<file path="config.mk">
export PLATFORM = sky130hd
export DESIGN_NAME = uart_tx_serializer_flat
export DESIGN_NICKNAME = d
export VERILOG_FILES = /design/src/rtl/uart_tx_serializer_if.sv /design/src/rtl/uart_tx_serializer.sv /design/src/flat_wrapper.sv
export SDC_FILE = /design/constraint.sdc
export NUM_CORES = 1
export LEC_CHECK = 0
export CAP_MARGIN = 40
export CORE_AREA = 2 2 48 50
export CTS_CLUSTER_SIZE = 16
export DETAILED_ROUTE_END_ITERATION = 10
export DIE_AREA = 0 0 50 52
export GPL_TIMING_DRIVEN = 0
export HOLD_SLACK_MARGIN = 0.08
export PLACE_DENSITY = 0.7
export SYNTH_ARGS = -nofsm -noshare
export SYNTH_HDL_FRONTEND = slang
export SYNTH_SLANG_ARGS = --single-unit
</file>
<file path="constraint.sdc">
create_clock -name clk_in -period 1.7 [get_ports clk_in]
set_input_delay 0.34 -clock clk_in [delete_from_list [all_inputs] [get_ports clk_in]]
set_output_delay 0.34 -clock clk_in [all_outputs]
set_load 0.05 [all_outputs]
</file>
<file path="src/rtl/uart_tx_serializer_if.sv">
// Host-side handshake between the byte producer and the UART transmit serializer.
// The host presents a byte with a one-cycle strobe and watches busy/tx_done.
interface uart_tx_serializer_if #(
  parameter int DATA_BITS = 8
);
  logic                 tx_start;
  logic [DATA_BITS-1:0] tx_data;
  logic                 busy;
  logic                 tx_done;

  modport master (
    output tx_start,
    output tx_data,
    input  busy,
    input  tx_done
  );

  modport slave (
    input  tx_start,
    input  tx_data,
    output busy,
    output tx_done
  );
endinterface

</file>
<file path="src/rtl/uart_tx_serializer.sv">
// UART transmit serializer: start bit, LSB-first data, optional parity, stop bit(s).
// Every line transition happens on a baud_tick; all outputs are registered.
module uart_tx_serializer #(
  parameter int DATA_BITS  = 8,
  parameter int PARITY_EN  = 0,
  parameter int PARITY_ODD = 0,
  parameter int STOP_BITS  = 1
) (
  input  logic                   clk_in,
  input  logic                   reset,
  input  logic                   baud_tick,
  output logic                   tx,
  uart_tx_serializer_if.slave    bus
);
  localparam int                CNT_W     = $clog2(DATA_BITS);
  localparam logic [CNT_W-1:0]  BIT_LAST  = CNT_W'(DATA_BITS - 1);
  localparam logic              STOP_LAST = 1'(STOP_BITS - 1);
  localparam logic              ODD_BIT   = (PARITY_ODD != 0);

  typedef enum logic [2:0] {IDLE, SYNC, START, DATA, PARITY, STOP} state_t;

  state_t               state_reg, state_next;
  logic [DATA_BITS-1:0] shift_reg, shift_next;
  logic [CNT_W-1:0]     bit_cnt_reg, bit_cnt_next;
  logic                 stop_cnt_reg, stop_cnt_next;
  logic                 parity_reg, parity_next;
  logic                 tx_reg, tx_next;
  logic                 busy_reg, busy_next;
  logic                 done_reg, done_next;

  always_ff @(posedge clk_in) begin
    if (reset) begin
      state_reg    <= IDLE;
      shift_reg    <= '0;
      bit_cnt_reg  <= '0;
      stop_cnt_reg <= 1'b0;
      parity_reg   <= 1'b0;
      tx_reg       <= 1'b1;
      busy_reg     <= 1'b0;
      done_reg     <= 1'b0;
    end else begin
      state_reg    <= state_next;
      shift_reg    <= shift_next;
      bit_cnt_reg  <= bit_cnt_next;
      stop_cnt_reg <= stop_cnt_next;
      parity_reg   <= parity_next;
      tx_reg       <= tx_next;
      busy_reg     <= busy_next;
      done_reg     <= done_next;
    end
  end

  always_comb begin
    state_next    = state_reg;
    shift_next    = shift_reg;
    bit_cnt_next  = bit_cnt_reg;
    stop_cnt_next = stop_cnt_reg;
    parity_next   = parity_reg;
    tx_next       = tx_reg;
    busy_next     = busy_reg;
    done_next     = 1'b0;

    case (state_reg)
      IDLE: begin
        tx_next = 1'b1;
        // A tick in the acceptance cycle is deliberately ignored; SYNC waits for the next one.
        if (bus.tx_start && !busy_reg) begin
          shift_next  = bus.tx_data;
          parity_next = 1'b0;
          busy_next   = 1'b1;
          state_next  = SYNC;
        end
      end
      SYNC: begin
        if (baud_tick) begin
          tx_next    = 1'b0;
          state_next = START;
        end
      end
      START: begin
        if (baud_tick) begin
          tx_next      = shift_reg[0];
          bit_cnt_next = '0;
          state_next   = DATA;
        end
      end
      DATA: begin
        if (baud_tick) begin
          parity_next = parity_reg ^ shift_reg[0];
          if (bit_cnt_reg == BIT_LAST) begin
            if (PARITY_EN != 0) begin
              tx_next    = parity_reg ^ shift_reg[0] ^ ODD_BIT;
              state_next = PARITY;
            end else begin
              tx_next       = 1'b1;
              stop_cnt_next = 1'b0;
              state_next    = STOP;
            end
          end else begin
            shift_next   = shift_reg >> 1;
            tx_next      = shift_reg[1];
            bit_cnt_next = bit_cnt_reg + CNT_W'(1);
          end
        end
      end
      PARITY: begin
        if (baud_tick) begin
          tx_next       = 1'b1;
          stop_cnt_next = 1'b0;
          state_next    = STOP;
        end
      end
      STOP: begin
        tx_next = 1'b1;
        if (baud_tick) begin
          if (stop_cnt_reg == STOP_LAST) begin
            busy_next  = 1'b0;
            done_next  = 1'b1;
            state_next = IDLE;
          end else begin
            stop_cnt_next = stop_cnt_reg + 1'b1;
          end
        end
      end
      default: begin
        tx_next    = 1'b1;
        busy_next  = 1'b0;
        state_next = IDLE;
      end
    endcase
  end

  assign tx          = tx_reg;
  assign bus.busy    = busy_reg;
  assign bus.tx_done = done_reg;
endmodule
</file>
<file path="src/flat_wrapper.sv">
// flat-port wrapper written by rule: the top's interface ports become plain ports
module uart_tx_serializer_flat 
#(
  parameter int DATA_BITS  = 8,
  parameter int PARITY_EN  = 0,
  parameter int PARITY_ODD = 0,
  parameter int STOP_BITS  = 1
)
  (clk_in, reset, baud_tick, tx, bus_tx_start, bus_tx_data, bus_busy, bus_tx_done);
  uart_tx_serializer_if #(.DATA_BITS(DATA_BITS)) bus_i ();
  input  logic clk_in;
  input  logic reset;
  input  logic baud_tick;
  output logic tx;
  input wire logic [$bits(bus_i.tx_start)-1:0] bus_tx_start;
  input wire logic [$bits(bus_i.tx_data)-1:0] bus_tx_data;
  output wire logic [$bits(bus_i.busy)-1:0] bus_busy;
  output wire logic [$bits(bus_i.tx_done)-1:0] bus_tx_done;
  assign bus_i.tx_start = bus_tx_start;
  assign bus_i.tx_data = bus_tx_data;
  assign bus_busy = bus_i.busy;
  assign bus_tx_done = bus_i.tx_done;
  uart_tx_serializer #(.DATA_BITS(DATA_BITS), .PARITY_EN(PARITY_EN), .PARITY_ODD(PARITY_ODD), .STOP_BITS(STOP_BITS)) u_core (.clk_in(clk_in), .reset(reset), .baud_tick(baud_tick), .tx(tx), .bus(bus_i));
endmodule
</file>
## Yosys cells after proc, flatten, opt, wreduce, memory -nomap -nowiden

Cells that the tools add are included.

- Logic and storage cells: 74
- Register bits: 18
- Output and inout bits: 3

- Equal/unequal tests: 15
- Reductions and logical operators: 14
- Multiplexer cells: 33
- Bitwise gates (word level): 3
- Add/sub/neg operators: 2

Operators with widths:

| operator | number |
|---|---|
| $mux 3 | 11 |
| $mux 8 | 3 |
| $pmux 3 s6 | 1 |
| $pmux 8 s2 | 1 |
| $reduce_and 4->1 | 4 |
| $ne 2x2->1 const B | 7 |
| $mux 1 | 13 |
| $eq 3x3->1 const B | 3 |
| $reduce_and 8->1 | 1 |
| $eq 3x2->1 const B | 2 |
| $pmux 1 s3 | 2 |
| $pmux 3 s2 | 1 |
| $reduce_and 5->1 | 1 |
| $ne 2x1->1 const B | 2 |
| $pmux 1 s4 | 1 |
| $reduce_bool 2->1 | 2 |
| $reduce_or 4->1 | 1 |
| $add 3x1->3 const B | 1 |
| $eq 3x1->1 const B | 1 |
| $logic_not 3->1 | 1 |
| $not 1->1 | 3 |
| $reduce_bool 3->1 | 1 |
| $reduce_or 3->1 | 1 |
| $add 1x1->1 const B | 1 |
| other kinds (2) | 2 |

## Logic depth before layout (Yosys ltp)

- Depth in word-level cells: 4
- Mapped depth: 7
- Depth with buffers taken out: 6

## Worst setup path before layout

OpenSTA, ideal clock, no wires.

- Path type: flip-flop to flip-flop
- From: register u_core.busy_reg, in the netlist u_core.bus.busy
- To: register u_core.shift_reg[1]
- Stages on the path, launching flop included: 6
- Arrival: 1.806 ns
- Setup slack: -0.194 ns
- Period minus slack after synthesis: 1.894 ns
- Setup time: 0.088 ns
- Path buffers: 1
- Cells stage by stage: dfxtp_1 or4b_4 a211oi_4 buf_6 nor2_1 a311oi_2

- Cells in the longest elaborated chain, start to end: 4

RTL lines:

| item | line | text |
|---|---|---|
| start, declared | uart_tx_serializer.sv:28 | `logic busy_reg, busy_next;` |
| start signal, assigned | uart_tx_serializer.sv:48 | `busy_reg <= busy_next;` |
| $logic_not 1->1 | uart_tx_serializer.sv:67 | `if (bus.tx_start && !busy_reg) begin` |
| $logic_and 1x1->1 | uart_tx_serializer.sv:67 |  |
| $ne 2x1->1 (no source line) | - |  |
| $reduce_and 4->1 (no source line) | - |  |
| end signal, assigned | uart_tx_serializer.sv:43 | `shift_reg <= shift_next;` |
| end, declared | uart_tx_serializer.sv:23 | `logic [DATA_BITS-1:0] shift_reg, shift_next;` |

No other way between the ends.
A chain may end at the register's enable or synchronous reset.

## Final worst setup path

- From: register u_core.busy_reg, in the netlist u_core.bus.busy
- To: register u_core.shift_reg[4]

The elaborated chain is that of the path after synthesis.

==> metrics.yaml <==
pwr:
  ir_worst_vdd_v: 0.000477
  powerDensity_nw_per_um2: 806
  leakagePower_uw: 0.000477
synth:
  synth-simple-area-share_pct: 26.6
  ys_ff_latch: 17
  syn_nets: 115
  yosysUniqueCellTypes: 32
  synthXorXnorAreaFrac_pct: 0.996
  yosys_warnings: 0
  syn_area_sq_um: 880
  synth_top_family_by_area: "simple AND/OR/NAND/NOR gates"
  synth_cells: 101
  ys_seq_area_share_pct: 38.7
  synthAdderAreaFrac_pct: 2.84
  synth-compound-area-share_pct: 22.3
  avgSynthCellArea_sq_um: 8.71
  synthMuxAreaShare_pct: 3.41
cts:
  hold_buffers: 0
  cts_buffers: 3
  clock_path_buffers: 2
  cts_tree: "built"
  insertion_delay_ps: 290
  cts.sinks: 17
  cts_root_buf: "clkbuf_4"
  htreeDepth: 1
  cts.clk_slew.worst_paths_ps: 110
sta:
  slew_violations: 0
  fmax_mhz: 574
  setup_viol_count_final: 5
  hold_viol: 0
  slew_headroom_pct: 68.0
  finalCritPeriodShare_pct: 103
  fin_crit_ps: 1740
  final.setup_skew_ps: 7.35
  worst_slew_pin_slew_ps: 482
  worst_slack_ps: -43.1
  rsz0062_at_grt: "yes"
finish:
  drive_gt1_share_pct: 23.8
  num_antenna_cells: 0
  final_util_pct: 56.5
  mostFrequentLayoutCell: "nor2_1"
  fin_nets: 141
  syn_to_final_growth_pct: 35.3
  final_cell_mix: "14 x nor2_1, 13 x dfxtp_1, 9 x nand3_1"
  largest_reg_flops: 8
global_routing:
  grt_start_max_net_pins: 11
  grt_pass1_wl_um: 3290
  gr-total-overflow: 0
  antenna_found_initial: 0
  grt_usage_pct: 16.8
  grt_pass1_vias: 759
routing:
  drtPass1Iterations: 4
  post_drt_wl_per_cell_um: 13.2
  drtIter0Drc: 11
  routed_via_density: 5.44
  via_count: 837
  drc_errors: 0
  antenna_left: 0
  wl_um: 2030
worst_setup_path:
  required_ps: 1900
  start_kind: "flop"
  timing_worst_setup_path_type: "flop to flop"
  cp-end-kind: "flop"
  cp_max_fo: 3
  arrival_ps: 1950
run_status:
  violations: "negative setup slack"
  status: "complete, but fails checks"
worst_hold_path:
  hp-class: "input port to flop"
die:
  dieArea_sq_um: 2600
  fp.dieW_um: 50
  fp.dieH_um: 52
  ios: 15
  core-area_sq_um: 2110
  initial_utilization_pct: 41.8
  num_rows: 17
placement:
  dp_hpwl_um: 1340
  place_ws_ps: -583
  globalplace.congestion: 0.860
  port_buffers: 12
run:
  cap_violations: 0
-- synth_stat cells (all sizes together) --
cell type | instances | share of area (%)
a311oi | 7 | 9.1
buf | 2 | 1.7
nand2 | 8 | 3.4
a22oi | 1 | 0.85
nor3 | 1 | 0.57
ha | 2 | 2.8
o21bai | 2 | 1.7
a211oi | 1 | 2.3
a221oi | 1 | 1.0
nor2b | 1 | 0.71
a2bb2oi | 1 | 1.0
or4b | 1 | 1.6
nor2 | 16 | 6.8
and3b | 1 | 1.0
nand4b | 1 | 1.0
nand3b | 2 | 1.7
a21oi | 5 | 2.8
xor2 | 1 | 1.0
a221o | 1 | 1.1
o21ai | 1 | 0.57
inv | 1 | 0.43
a2111oi | 1 | 1.0
nor4bb | 1 | 1.1
o211ai | 1 | 0.85
dfxtp | 17 | 39
mux2i | 3 | 3.4
nand3 | 9 | 5.1
nand2b | 2 | 1.4
and3 | 3 | 2.1
clkbuf | 7 | 3.0
-- per-layer routing --
layer  wire length [um]  vias to the layer above  GRT usage [%]
met5                  0                        -              0
met4                 25                        0           5.56
met3                 82                        4           3.74
met2               1020                       24           29.2
met1                902                      390           20.4
li1                   -                      419              -
-- where the power goes --
group	switching (uW)	internal, uW	leakage, uW
registers	22.2	435	0.000141
clock network	132	91.2	0.0000150
logic	145	135	0.000321
-- through the flow --
stage	cells	total power [uW]	setup TNS [ps]	area [sq um]	hold WS [ps]
2_1_floorplan	101	626	-49.9	888	446
3_3_place_gp	141	688	-3710	1040	461
3_5_place_dp	141	693	-3740	1040	470
4_1_cts	154	946	-30.1	1150	462
5_1_grt	154	1000	-415	1190	480
6_report	154	960	-134	1190	466
-- logic make-up (layout without fill, tap and decap cells) --
family / count (synthesis) / after routing
DFF: 17 / 17
xor gates and xnor gates: 1 / 1
buffers and inverters: 10 / 35
muxes: 3 / 3
adders and majority gates: 2 / 2
and+or+nand+nor: 46 / 46
AOI/OAI and AO/OA: 22 / 22
-- final timing paths --
kind | slack (ps) | end | startpoint | depth (start not counted)
setup / recovery | -40 | u_core.shift_reg[4] | u_core.bus.busy | 5
hold / removal | 470 | u_core.bus.tx_done | baud_tick | 3
setup reg to reg | -40 | u_core.shift_reg[4] | u_core.bus.busy | 5
hold reg to reg | 500 | u_core.shift_reg[7] | u_core.shift_reg[7] | 2
-- layout make-up --
type / instances / area (sq um)
Sequential cell: 17 / 350
Fill cell: 196 / 916
Inverter: 1 / 3.75
Tap cell: 28 / 35.0
Timing Repair Buffer: 21 / 190
Buffer: 9 / 42.5
Clock buffer: 4 / 26.3
Multi-Input combinational cell: 74 / 542
-- critical path, stage by stage, from the launching register on --
cell      delay [ps]
dfxtp_4          350
or4b_4           540
a211oi_4         340
buf_4            180
nor2_2            40
a311oi_2         210
-- repair_timing --
item	in CTS	in global routing
setup endpoints to repair	11	9
resized for setup	11	7
pin swaps	9	0
buffers inserted	9	0
Power figures use the tool's default switching activity.
